===== config.mk =====
export PLATFORM = sky130hd
export DESIGN_NAME = nv_clk_gate_hyst_flat
export DESIGN_NICKNAME = d
export VERILOG_FILES = /design/src/rtl/nv_clk_gate_hyst_if.sv /design/src/rtl/nv_clk_gate_hyst.sv /design/src/flat_wrapper.sv
export SDC_FILE = /design/constraint.sdc
export NUM_CORES = 1
export LEC_CHECK = 0
export ABC_AREA = 1
export BUFFER_PORTS_ARGS = -buffer_cell sky130_fd_sc_hd__buf_4
export CAP_MARGIN = 0
export CORE_ASPECT_RATIO = 0.7
export CORE_MARGIN = 3
export CORE_UTILIZATION = 55
export CTS_CLUSTER_DIAMETER = 80
export DETAILED_ROUTE_END_ITERATION = 8
export HOLD_SLACK_MARGIN = 0.12
export PLACE_DENSITY_LB_ADDON = 0.3
export SLEW_MARGIN = 20
export SYNTH_ARGS = -nofsm -noshare
export SYNTH_HDL_FRONTEND = slang
export SYNTH_SLANG_ARGS = --single-unit

===== constraint.sdc =====
create_clock -name clk -period 1.4 [get_ports clk]
set_input_delay 0.28 -clock clk [delete_from_list [all_inputs] [get_ports clk]]
set_output_delay 0.28 -clock clk [all_outputs]
set_load 0.03 [all_outputs]

===== src/rtl/nv_clk_gate_hyst_if.sv =====
// Control and status bundle for the multi-channel hysteresis clock gate.
// The master side (partition controller / bench) drives activity and
// configuration; the slave side (the gate) returns gated clocks and status.
interface nv_clk_gate_hyst_if #(
  parameter int NUM_CH = 4,
  parameter int HOLD_W = 4
);
  logic [HOLD_W-1:0] cfg_hold;
  logic [NUM_CH-1:0] cfg_force_on;
  logic              test_en;
  logic [NUM_CH-1:0] busy;
  logic [NUM_CH-1:0] clk_gated;
  logic [NUM_CH-1:0] ch_gated;
  logic              all_gated;

  modport master (
    output cfg_hold, cfg_force_on, test_en, busy,
    input  clk_gated, ch_gated, all_gated
  );

  modport slave (
    input  cfg_hold, cfg_force_on, test_en, busy,
    output clk_gated, ch_gated, all_gated
  );
endinterface


===== src/rtl/nv_clk_gate_hyst.sv =====
// Multi-channel clock-gate controller with idle hysteresis.
// Each channel runs an ON/HOLD/OFF FSM: after cfg_hold+1 consecutive idle
// samples the channel's enable drops, and a low-transparent latch plus AND
// produces a glitch-free gated clock. Force-on and test bypass keep clocks
// running; ch_gated/all_gated report which channels are currently stopped.
module nv_clk_gate_hyst #(
  parameter int NUM_CH = 4,
  parameter int HOLD_W = 4
) (
  input  logic                clk,
  input  logic                reset_,
  nv_clk_gate_hyst_if.slave   bus
);

  typedef enum logic [1:0] {
    ST_ON   = 2'd0,
    ST_HOLD = 2'd1,
    ST_OFF  = 2'd2
  } state_t;

  logic [NUM_CH-1:0] clk_gated_w;
  logic [NUM_CH-1:0] ch_gated_w;

  genvar gi;
  generate
    for (gi = 0; gi < NUM_CH; gi++) begin : g_ch
      state_t            state_reg;
      state_t            state_next;
      logic [HOLD_W-1:0] cnt_reg;
      logic [HOLD_W-1:0] cnt_next;
      logic              en_reg;
      logic              ch_gated_reg;
      logic              latch_q;
      logic              wake;

      // Either real activity or a software override keeps the channel awake.
      assign wake = bus.busy[gi] | bus.cfg_force_on[gi];

      // Idle hysteresis: countdown from cfg_hold before stopping the clock.
      always_comb begin
        state_next = state_reg;
        cnt_next   = cnt_reg;
        unique case (state_reg)
          ST_ON: begin
            if (!wake) begin
              if (bus.cfg_hold == '0) begin
                state_next = ST_OFF;
              end else begin
                state_next = ST_HOLD;
                cnt_next   = bus.cfg_hold;
              end
            end
          end
          ST_HOLD: begin
            if (wake) begin
              state_next = ST_ON;
            end else if (cnt_reg == HOLD_W'(1)) begin
              state_next = ST_OFF;
            end else begin
              cnt_next = cnt_reg - HOLD_W'(1);
            end
          end
          ST_OFF: begin
            if (wake) begin
              state_next = ST_ON;
            end
          end
          default: begin
            state_next = ST_ON;
          end
        endcase
      end

      // State, counter, enable and status flops; reset lets clocks run.
      always_ff @(posedge clk or negedge reset_) begin
        if (!reset_) begin
          state_reg    <= ST_ON;
          cnt_reg      <= '0;
          en_reg       <= 1'b1;
          ch_gated_reg <= 1'b0;
        end else begin
          state_reg    <= state_next;
          cnt_reg      <= cnt_next;
          en_reg       <= (state_next != ST_OFF);
          ch_gated_reg <= (state_next == ST_OFF);
        end
      end

      // Enable latch is open only while clk is low, so the AND cannot glitch.
      always_latch begin
        if (!clk) begin
          latch_q <= en_reg | bus.test_en;
        end
      end

      assign clk_gated_w[gi] = clk & latch_q;
      assign ch_gated_w[gi]  = ch_gated_reg;
    end
  endgenerate

  assign bus.clk_gated = clk_gated_w;
  assign bus.ch_gated  = ch_gated_w;
  assign bus.all_gated = &ch_gated_w;

endmodule


===== src/flat_wrapper.sv =====
// flat-port wrapper written by rule: the top's interface ports become plain ports
module nv_clk_gate_hyst_flat 
#(
  parameter int NUM_CH = 4,
  parameter int HOLD_W = 4
)
  (clk, reset_, bus_cfg_hold, bus_cfg_force_on, bus_test_en, bus_busy, bus_clk_gated, bus_ch_gated, bus_all_gated);
  nv_clk_gate_hyst_if #(.NUM_CH(NUM_CH), .HOLD_W(HOLD_W)) bus_i ();
  input  logic clk;
  input  logic reset_;
  input wire logic [$bits(bus_i.cfg_hold)-1:0] bus_cfg_hold;
  input wire logic [$bits(bus_i.cfg_force_on)-1:0] bus_cfg_force_on;
  input wire logic [$bits(bus_i.test_en)-1:0] bus_test_en;
  input wire logic [$bits(bus_i.busy)-1:0] bus_busy;
  output wire logic [$bits(bus_i.clk_gated)-1:0] bus_clk_gated;
  output wire logic [$bits(bus_i.ch_gated)-1:0] bus_ch_gated;
  output wire logic [$bits(bus_i.all_gated)-1:0] bus_all_gated;
  assign bus_i.cfg_hold = bus_cfg_hold;
  assign bus_i.cfg_force_on = bus_cfg_force_on;
  assign bus_i.test_en = bus_test_en;
  assign bus_i.busy = bus_busy;
  assign bus_clk_gated = bus_i.clk_gated;
  assign bus_ch_gated = bus_i.ch_gated;
  assign bus_all_gated = bus_i.all_gated;
  nv_clk_gate_hyst #(.NUM_CH(NUM_CH), .HOLD_W(HOLD_W)) u_core (.clk(clk), .reset_(reset_), .bus(bus_i));
endmodule

==> results of run 1 <==
metrics by stage:
step                       util  hold slack, ns  std cells
after global placement    0.675           0.241        339
after CTS                 0.732           0.158        352
after floorplan               -         -0.0156        273
after detailed placement  0.675           0.244        339
final                     0.741           0.175        354
after global routing      0.741           0.180        354
kinds of logic after synthesis:
family	synth area share
and+or+nand+nor	0.383
AOI/OAI and AO/OA	0.0472
adders and majority gates	0.0484
latches	0.0290
DFF	0.390
buffers and inverters	0.0944
xor gates and xnor gates	0.00847
critical path, delay by kind of cell (launching register included):
| family | cells | cell delay (ns) |
|---|---|---|
| simple gates | 1 | 0.05 |
| latches | 1 | 0.41 |
| buf+inv | 2 | 0.16 |
power groups by stage:
stage	clock network, W	registers (W)	logic, W
after floorplan	0.000372	0.00123	0.000484
after global placement	0.000539	0.00125	0.000612
after detailed placement	0.000539	0.00125	0.000632
after CTS	0.00193	0.00123	0.000643
after global routing	0.00199	0.00126	0.000767
final	0.00190	0.00124	0.000659
final cells by class:
cell class / instances / area [um2] / share of cell area
well taps: 47 / 58.8 / 0.0236
flip-flops and latches: 36 / 867 / 0.348
inverters: 40 / 150 / 0.0603
repair buffers: 22 / 168 / 0.0673
multi-input cells: 189 / 1020 / 0.410
clock inverters: 7 / 57.6 / 0.0231
clock buffers: 13 / 169 / 0.0678
final timing paths:
kind	start	end	slack, ns	cells after the start
worst max-delay path	u_core.g_ch[0].latch_q	bus_clk_gated[0]	-0.61	3
worst min-delay path	bus_busy[2]	u_core.g_ch[2].state_reg[0]	0.18	4
worst max register to register	u_core.g_ch[2].cnt_reg[0]	u_core.g_ch[2].cnt_reg[2]	0.08	7
worst min register to register	u_core.g_ch[2].cnt_reg[1]	u_core.g_ch[2].cnt_reg[1]	0.50	2
max in group asynchronous	reset_	u_core.g_ch[1].en_reg	0.72	2
min in group asynchronous	reset_	u_core.g_ch[0].cnt_reg[3]	0.34	2
routing by layer:
layer	wire length [um]	part of all wire	GRT usage	up-vias
met5	0	0	0	-
met4	71	0.018	0.127	0
met3	235	0.059	0.0868	8
met2	1730	0.43	0.289	35
met1	1950	0.49	0.264	753
li1	-	-	-	899
repair_timing:
item | 4_1_cts | 5_1_grt
setup buffers | 0 | 2
gates cloned | 0 | 0
hold buffers | 1 | 0
hold endpoints to repair | 28 | 0
endpoints found under the setup margin | 8 | 14
pin swaps | 0 | 2
gates resized for setup | 4 | 6
placed cells by master (no fill, tap or decap), types with 2 or more instances in the layout:
cell type | netlist | layout
buf_6 | 0 | 4
nor2_2 | 5 | 5
inv_1 | 37 | 32
nand3_1 | 19 | 17
nor2_1 | 12 | 12
nand3_2 | 7 | 9
nor3_1 | 3 | 3
clkbuf_8 | 0 | 9
xnor2_1 | 2 | 2
nand2_1 | 93 | 92
dfrtp_1 | 28 | 28
inv_2 | 7 | 12
or2_2 | 6 | 6
ha_1 | 8 | 8
buf_4 | 4 | 21
nand2_2 | 5 | 6
dlxtn_1 | 4 | 3
nor2_4 | 9 | 9
dfstp_2 | 4 | 4
o21ai_0 | 16 | 15
==> flow_summary.yaml, run 1 <==
run_status:
  status: "finished with violations"
  violations: "negative setup slack"
cells_and_area:
  nFillCells: 276
  area_growth_pct: 20.4
  n_antenna_cell: 0
  fin_nets: 329
  largest_register_ffs: 16
  postLayoutCellArea_um2: 2490
  drive_gt1_frac: 0.300
critical_path:
  critPathRequiredTime_ns: 1.12
  setup.worst_path.class: "latch to primary output"
  worstPathMaxFanout: 1
  cp.arrival_ns: 1.73
  critPathSlowestCell: "dlxtn_2"
  crit_path_start_kind: "latch"
  slowest_delay_ns: 0.41
  cp-end-kind: "primary output"
  worstPathCellList: "nand2_2 > inv_2 > buf_6"
timing:
  rsz0062_at_grt: "yes"
  hold_viol: 0
  setup_slack_ns: -0.613
  drv_slew: 0
  tns_ns: -2.44
  slew_headroom: 0.733
  worst_pin_slew_ns: 0.400
  finalSetupViolations: 8
  worst_clock_skew_ns: 0.00571
route:
  initialDrtViolationCount: 66
  drcViolationCount: 0
  first_pass_iters: 4
  vias_per_cell: 4.79
  wl_um: 3990
  ant_nets: 0
  dr_total_vias: 1695
  wl_per_cell_um: 11.3
die:
  die_height_um: 57.3
  core_um2: 3360
  dieArea_um2: 4540
  initial_core_util: 0.615
  rows: 17
  ios: 24
  die_w_um: 79.3
synthesis:
  synth_top_area_cell: "dfrtp_1"
  synth_warnings: 0
  yosys.cell_count.top_type: "nand2_1"
  syn_inst: 273
  async_flop_share: 0.889
  avgSynthCellArea_um2: 7.58
  synth-seq-cells: 36
  yosysUniqueCellTypes: 22
  synth_nets: 296
  synth_top_area_frac: 0.339
  netlist_area_um2: 2070
  ys.flop_type: "dfrtp_1"
  synth_common_cells: "nand2_1 (93), inv_1 (37), dfrtp_1 (28), nand3_1 (19), o21ai_0 (16)"
  synth_edf_count: 0
  yosys-top-cells-area: "dfrtp_1 (34%), nand2_1 (17%), inv_1 (6.7%)"
power_and_ir_drop:
  finalPower_w: 0.00379
  switching_share: 0.358
  power_switching_w: 0.00136
  clock_power_share: 0.500
  vdd_ir_drop_max_mv: 0.963
  p_leak_nw: 1.34
  p_int_w: 0.00243
  seqPwrFrac: 0.326
  p_comb_frac: 0.174
  powerDensity_nw_per_um2: 1520
grt:
  antenna_found_initial: 0
  grt_pass1_vias: 1624
  grt_start_max_net_pins: 33
  overflow: 0
  grt_pass1_wl_um: 6990
  gr-usage-all-layers: 0.206
clock_tree:
  clk_pin_slew_ns: 0.08
  clk_latency_ns: 0.40
  cts_tree: "built"
flow_run:
  drv_cap: 0
placed_design:
  place_hpwl_um: 2900
  placed_area_um2: 2270
  globalplace.congestion: 0.813
  place_ws_ns: -0.185
  portBuffers: 23
min_path:
  hold_class: "primary input to register"
No activity file was read; power rests on OpenSTA's default activity.
==> inputs of run 2 (changes only) <==
--- a/config.mk
+++ b/config.mk
@@ -9,7 +9,6 @@
 export BUFFER_PORTS_ARGS = -buffer_cell sky130_fd_sc_hd__buf_4
 export CAP_MARGIN = 0
 export CORE_ASPECT_RATIO = 0.7
-export CORE_MARGIN = 3
 export CORE_UTILIZATION = 55
 export CTS_CLUSTER_DIAMETER = 80
 export DETAILED_ROUTE_END_ITERATION = 8
==> run 2 against run 1 <==
  * The run still ends with negative setup slack left
  * Sequential share of layout area is 0.56 points higher
  * Cell count up 0.56%
  * Clock skew is 0.0015 ns lower
  * Critical path depth unchanged
  * Core utilization is 5.0 points lower
==> flow_summary.yaml, run 2 (synthesis gave the netlist of run 1 again) <==
clock_tree:
  clk_latency_ns: 0.40
  cts_setup_buffers: 0
  clk_pin_slew_ns: 0.07
  cts_tree: "built"
flow_run:
  drv_cap: 0
timing:
  drv_slew: 0
  rsz0062_at_grt: "yes"
  setup_slack_ns: -0.613
  holdWs_ns: 0.188
  slew_headroom: 0.729
  worst_pin_slew_ns: 0.407
  worst_clock_skew_ns: 0.00425
  hold_viol: 0
  finalSetupViolations: 8
placed_design:
  portBuffers: 23
  globalplace.congestion: 0.901
  placed_cells: 343
  place_hpwl_um: 2780
  place_ws_ns: -0.187
  placed_area_um2: 2280
grt:
  antenna_found_initial: 0
  grt_pass1_wl_um: 6750
  overflow: 0
  grt_pass1_vias: 1599
  gr-usage-all-layers: 0.243
  grt_start_max_net_pins: 33
power_and_ir_drop:
  power_switching_w: 0.00134
  powerDensity_nw_per_um2: 1460
  vdd_ir_drop_max_mv: 0.787
  switching_share: 0.373
  seqPwrFrac: 0.344
  clock_power_share: 0.478
  p_int_w: 0.00226
  p_leak_nw: 1.32
  p_comb_frac: 0.178
cells_and_area:
  nFillCells: 302
  fin_nets: 328
  finalNonFillerCells: 356
  area_growth_pct: 18.8
  drive_gt1_frac: 0.301
  n_antenna_cell: 0
  layout_common_cells: "nand2_1 (91), inv_1 (31), dfrtp_1 (28), buf_4 (20), nand3_1 (18)"
  fin_util: 0.691
  largest_register_ffs: 16
  postLayoutCellArea_um2: 2460
  layout.cells.most_common: "nand2_1"
critical_path:
  cp.arrival_ns: 1.73
  critPathSlowestCell: "dlxtn_2"
  critPathTopFamily: "latches"
  setup.worst_path.class: "latch to primary output"
  cp-end-kind: "primary output"
  cp_num_buf_inv: 2
  worstPathCellList: "nand2_1 > inv_2 > buf_6"
  worstPathMaxFanout: 1
  crit_path_start_kind: "latch"
  critPathRequiredTime_ns: 1.12
  slowest_delay_ns: 0.40
die:
  die_height_um: 53.3
  die_w_um: 75.3
  dieArea_um2: 4010
  core_um2: 3560
  initial_core_util: 0.581
  rows: 18
  ios: 24
route:
  ant_nets: 0
  wl_um: 3910
  dr_total_vias: 1713
  vias_per_cell: 4.81
  first_pass_iters: 4
  initialDrtViolationCount: 92
  drcViolationCount: 0
  wl_per_cell_um: 11.0
run_status:
  status: "finished with violations"
  violations: "negative setup slack"
min_path:
  hold_class: "primary input to register"
-- run 2: final cells by class --
cell class | instances | area [um2] | area share
clock inverters | 5 | 18.8 | 0.00764
multi-input cells | 189 | 1020 | 0.415
repair buffers | 21 | 160 | 0.0652
inverters | 40 | 150 | 0.0611
flip-flops and latches | 36 | 870 | 0.354
clock buffers | 15 | 176 | 0.0718
well taps | 50 | 62.6 | 0.0255
-- run 2: final timing paths --
kind / slack, ns / cells after the start / startpoint / end
min in group asynchronous: 0.35 / 2 / reset_ / u_core.g_ch[3].state_reg[1]
max in group asynchronous: 0.72 / 2 / reset_ / u_core.g_ch[1].en_reg
worst max register to register: 0.09 / 7 / u_core.g_ch[2].cnt_reg[0] / u_core.g_ch[2].cnt_reg[2]
worst max-delay path: -0.61 / 3 / u_core.g_ch[2].latch_q / bus_clk_gated[2]
worst min-delay path: 0.19 / 4 / bus_busy[0] / u_core.g_ch[0].state_reg[0]
worst min register to register: 0.51 / 2 / u_core.g_ch[2].cnt_reg[1] / u_core.g_ch[2].cnt_reg[1]
-- run 2: repair_timing --
item,in CTS,in global routing
resized for setup,4,9
endpoints found under the setup margin,8,11
endpoints found under the hold margin,28,0
hold buffers,1,0
pin swaps,0,2
-- run 2: worst min-delay path, cell delays in order --
cell and delay [ns]:
buf_4 0.08, nor3_1 0.06, nand2_2 0.08, nor2_4 0.04
-- run 2: power groups by stage --
stage	logic [W]	registers, W	clock network [W]
finish	0.000640	0.00124	0.00172
global route	0.000755	0.00126	0.00187
CTS	0.000641	0.00123	0.00175
detailed placement	0.000635	0.00125	0.000539
global placement	0.000620	0.00125	0.000539
floorplan	0.000484	0.00123	0.000372
-- run 2: per-stage QoR --
step / total power (W) / TNS (ns)
global placement: 0.00241 / -0.696
CTS: 0.00362 / -2.50
detailed placement: 0.00243 / -0.719
finish: 0.00360 / -2.44
global route: 0.00388 / -2.68
floorplan: 0.00208 / -0.484
-- run 2: metal layers --
metal	GRT usage	vias to the layer above	wire length [um]
met5	0	-	0
met1	0.312	772	1910
met2	0.315	32	1770
met3	0.0914	6	192
met4	0.204	0	38
li1	-	903	-
==> inputs of run 3 (changes only) <==
--- a/config.mk
+++ b/config.mk
@@ -5,7 +5,6 @@
 export SDC_FILE = /design/constraint.sdc
 export NUM_CORES = 1
 export LEC_CHECK = 0
-export ABC_AREA = 1
 export BUFFER_PORTS_ARGS = -buffer_cell sky130_fd_sc_hd__buf_4
 export CAP_MARGIN = 0
 export CORE_ASPECT_RATIO = 0.7
==> run 3 against run 2 <==
  * The flow finishes with violations (design-rule violations, negative setup slack)
  * Clock power up 14%
  * Count of clock-buffer cells in the layout down 2
  * Synthesized cell count shrank 30%
  * Total power up 16%
  * Critical path type unchanged
  * Largest power group unchanged
  * Clock skew grew 0.0016 ns
  * Highest routed layer unchanged
  * First-iteration DRC count rose by 90%
  * Final area rose by 11%
==> flow_summary.yaml, run 3 <==
cells_and_area:
  area_growth_pct: 47.2
  layout.cells.most_common: "buf_4"
  layout_common_cells: "buf_4 (48), dfrtp_1 (28), nor2_1 (22), nand2_1 (11), inv_1 (10)"
  drive_gt1_frac: 0.479
  fin_nets: 279
  n_antenna_cell: 0
  fin_util: 0.861
  largest_register_ffs: 16
route:
  vias_per_cell: 6.00
  first_pass_iters: 7
  drcViolationCount: 3
  initialDrtViolationCount: 175
  dr_total_vias: 1769
  wl_um: 5540
  ant_nets: 0
  wl_per_cell_um: 18.8
synthesis:
  synth_edf_count: 0
  synth-seq-cells: 36
  synth_top_area_cell: "dfrtp_1"
  async_flop_share: 0.889
  synth_top_area_frac: 0.378
  yosysUniqueCellTypes: 41
  synth_nets: 214
  avgSynthCellArea_um2: 9.70
  yosys.cell_count.top_type: "dfrtp_1"
  yosys-top-cells-area: "dfrtp_1 (38%), dfstp_2 (5.7%), ha_1 (5.4%)"
  netlist_area_um2: 1850
  synth_common_cells: "dfrtp_1 (28), nor2_1 (23), inv_1 (15), o21ai_0 (15), nand2_1 (12)"
  syn_inst: 191
  ys.flop_type: "dfrtp_1"
  synth_warnings: 0
power_and_ir_drop:
  finalPower_w: 0.00417
  p_int_w: 0.00273
  switching_share: 0.346
  powerDensity_nw_per_um2: 1530
  p_leak_nw: 1.24
  p_comb_frac: 0.225
  clock_power_share: 0.471
  seqPwrFrac: 0.305
  vdd_ir_drop_max_mv: 0.996
  power_switching_w: 0.00144
clock_tree:
  cts_tree: "built"
  clk_pin_slew_ns: 0.08
  clk_latency_ns: 0.41
timing:
  drv_slew: 0
  setup_slack_ns: -0.646
  worst_clock_skew_ns: 0.00588
  finalSetupViolations: 20
  slew_headroom: 0.728
  worst_pin_slew_ns: 0.407
  rsz0062_at_grt: "yes"
  hold_viol: 0
critical_path:
  worstPathMaxFanout: 1
  critPathSlowestCell: "dlxtn_2"
  crit_path_start_kind: "latch"
  cp.arrival_ns: 1.77
  critPathRequiredTime_ns: 1.12
  slowest_delay_ns: 0.40
  cp-end-kind: "primary output"
  setup.worst_path.class: "latch to primary output"
  worstPathCellList: "and2_4 > buf_6"
  critPathTopFamily: "latches"
  cp_num_buf_inv: 1
die:
  initial_core_util: 0.585
  ios: 24
  rows: 17
  core_um2: 3170
  die_height_um: 50.6
  die_w_um: 71.4
  dieArea_um2: 3610
grt:
  grt_pass1_vias: 1827
  grt_pass1_wl_um: 8310
  gr-usage-all-layers: 0.329
  antenna_found_initial: 0
  overflow: 0
  grt_start_max_net_pins: 33
run_status:
  violations: "design-rule violations, negative setup slack"
  status: "finished with violations"
placed_design:
  globalplace.congestion: 0.852
  portBuffers: 23
  place_hpwl_um: 2960
min_path:
  hold_class: "primary input to register"
flow_run:
  drv_cap: 0
## run 3: cell types whose count changed in the layout (fill, tap and decap cells not counted), sizes merged, moves of 5 or more
cell / previous run / this run
nor3: 4 / 12
and2: 0 / 10
a21oi: 1 / 6
nand3: 26 / 2
dlygate4sd3: 1 / 7
buf: 24 / 54
nand2: 98 / 12
inv: 44 / 15
## run 3: worst paths after layout
path	slack, ns	end	from	cells after the start
max reg2reg	-0.18	u_core.g_ch[0].cnt_reg[3]	u_core.g_ch[0].cnt_reg[1]	6
min	0.17	u_core.g_ch[3].ch_gated_reg	bus_cfg_force_on[3]	3
max	-0.65	bus_clk_gated[3]	u_core.g_ch[3].latch_q	2
max in group asynchronous	0.72	u_core.g_ch[1].en_reg	reset_	2
min reg2reg	0.56	u_core.g_ch[2].cnt_reg[1]	u_core.g_ch[2].cnt_reg[1]	2
min in group asynchronous	0.34	u_core.g_ch[2].state_reg[1]	reset_	2
## run 3: repair_timing
| item | 4_1_cts | 5_1_grt |
|---|---|---|
| endpoints found under the hold margin | 31 | 1 |
| hold buffers | 7 | 1 |
| setup endpoints to repair | 20 | 36 |
| cloned | 1 | 0 |
| pin swaps | 5 | 4 |
| gates resized for setup | 19 | 30 |
| buffers inserted | 4 | 3 |
## run 3: per-layer routing
layer / track usage / wire length [um] / vias up
met5: 0 / 0 / -
met3: 0.104 / 431 / 39
met1: 0.373 / 2100 / 847
met4: 0.280 / 293 / 0
met2: 0.510 / 2710 / 88
li1: - / - / 795
## run 3: worst reg2reg max path, stage by stage (launching register included)
cell and delay (ns):
dfrtp_1 0.39, inv_2 0.08, ha_4 0.12, or4bb_4 0.48, o211ai_4 0.18, a21oi_2 0.07, a2bb2oi_2 0.14
## run 3: layout make-up
type / instances / area (um2)
Multi-Input combinational cell: 133 / 1090
Sequential cell: 36 / 867
Timing Repair Buffer: 57 / 453
Fill cell: 155 / 442
Clock buffer: 13 / 169
Inverter: 15 / 56.3
Tap cell: 38 / 47.5
Clock inverter: 3 / 42.5
## run 3: cell families (layout without fill, tap and decap cells)
family                   count (synthesis)  after routing  share of synthesized area
AO/OA/AOI/OAI                           43             44                      0.185
XOR/XNOR                                 1              1                    0.00473
adder cells (fa/ha/maj)                  8              8                     0.0540
buffers and inverters                   23             88                     0.0594
flip-flops                              32             32                      0.435
latches                                  4              4                     0.0324
multiplexers                             1              1                    0.00608
AND/OR/NAND/NOR                         79             79                      0.223
## run 3: power groups by stage
stage | Sequential (W) | Combinational (W) | Clock [W]
3_5_place_dp | 0.00125 | 0.000689 | 0.000593
4_1_cts | 0.00124 | 0.000771 | 0.00198
3_3_place_gp | 0.00124 | 0.000638 | 0.000593
6_report | 0.00127 | 0.000936 | 0.00196
5_1_grt | 0.00128 | 0.00101 | 0.00206
2_1_floorplan | 0.00124 | 0.000403 | 0.000436
## run 3: through the flow
stage | TNS (ns) | cells | cell area, um2 | hold slack, ns | setup WS, ns
floorplan | -1.83 | 191 | 1870 | -0.0156 | -0.155
global placement | -5.25 | 268 | 2220 | 0.233 | -0.289
detailed placement | -6.22 | 268 | 2220 | 0.246 | -0.332
CTS | -3.30 | 292 | 2570 | 0.173 | -0.648
global route | -4.58 | 295 | 2730 | 0.165 | -0.680
finish | -3.70 | 295 | 2730 | 0.169 | -0.646
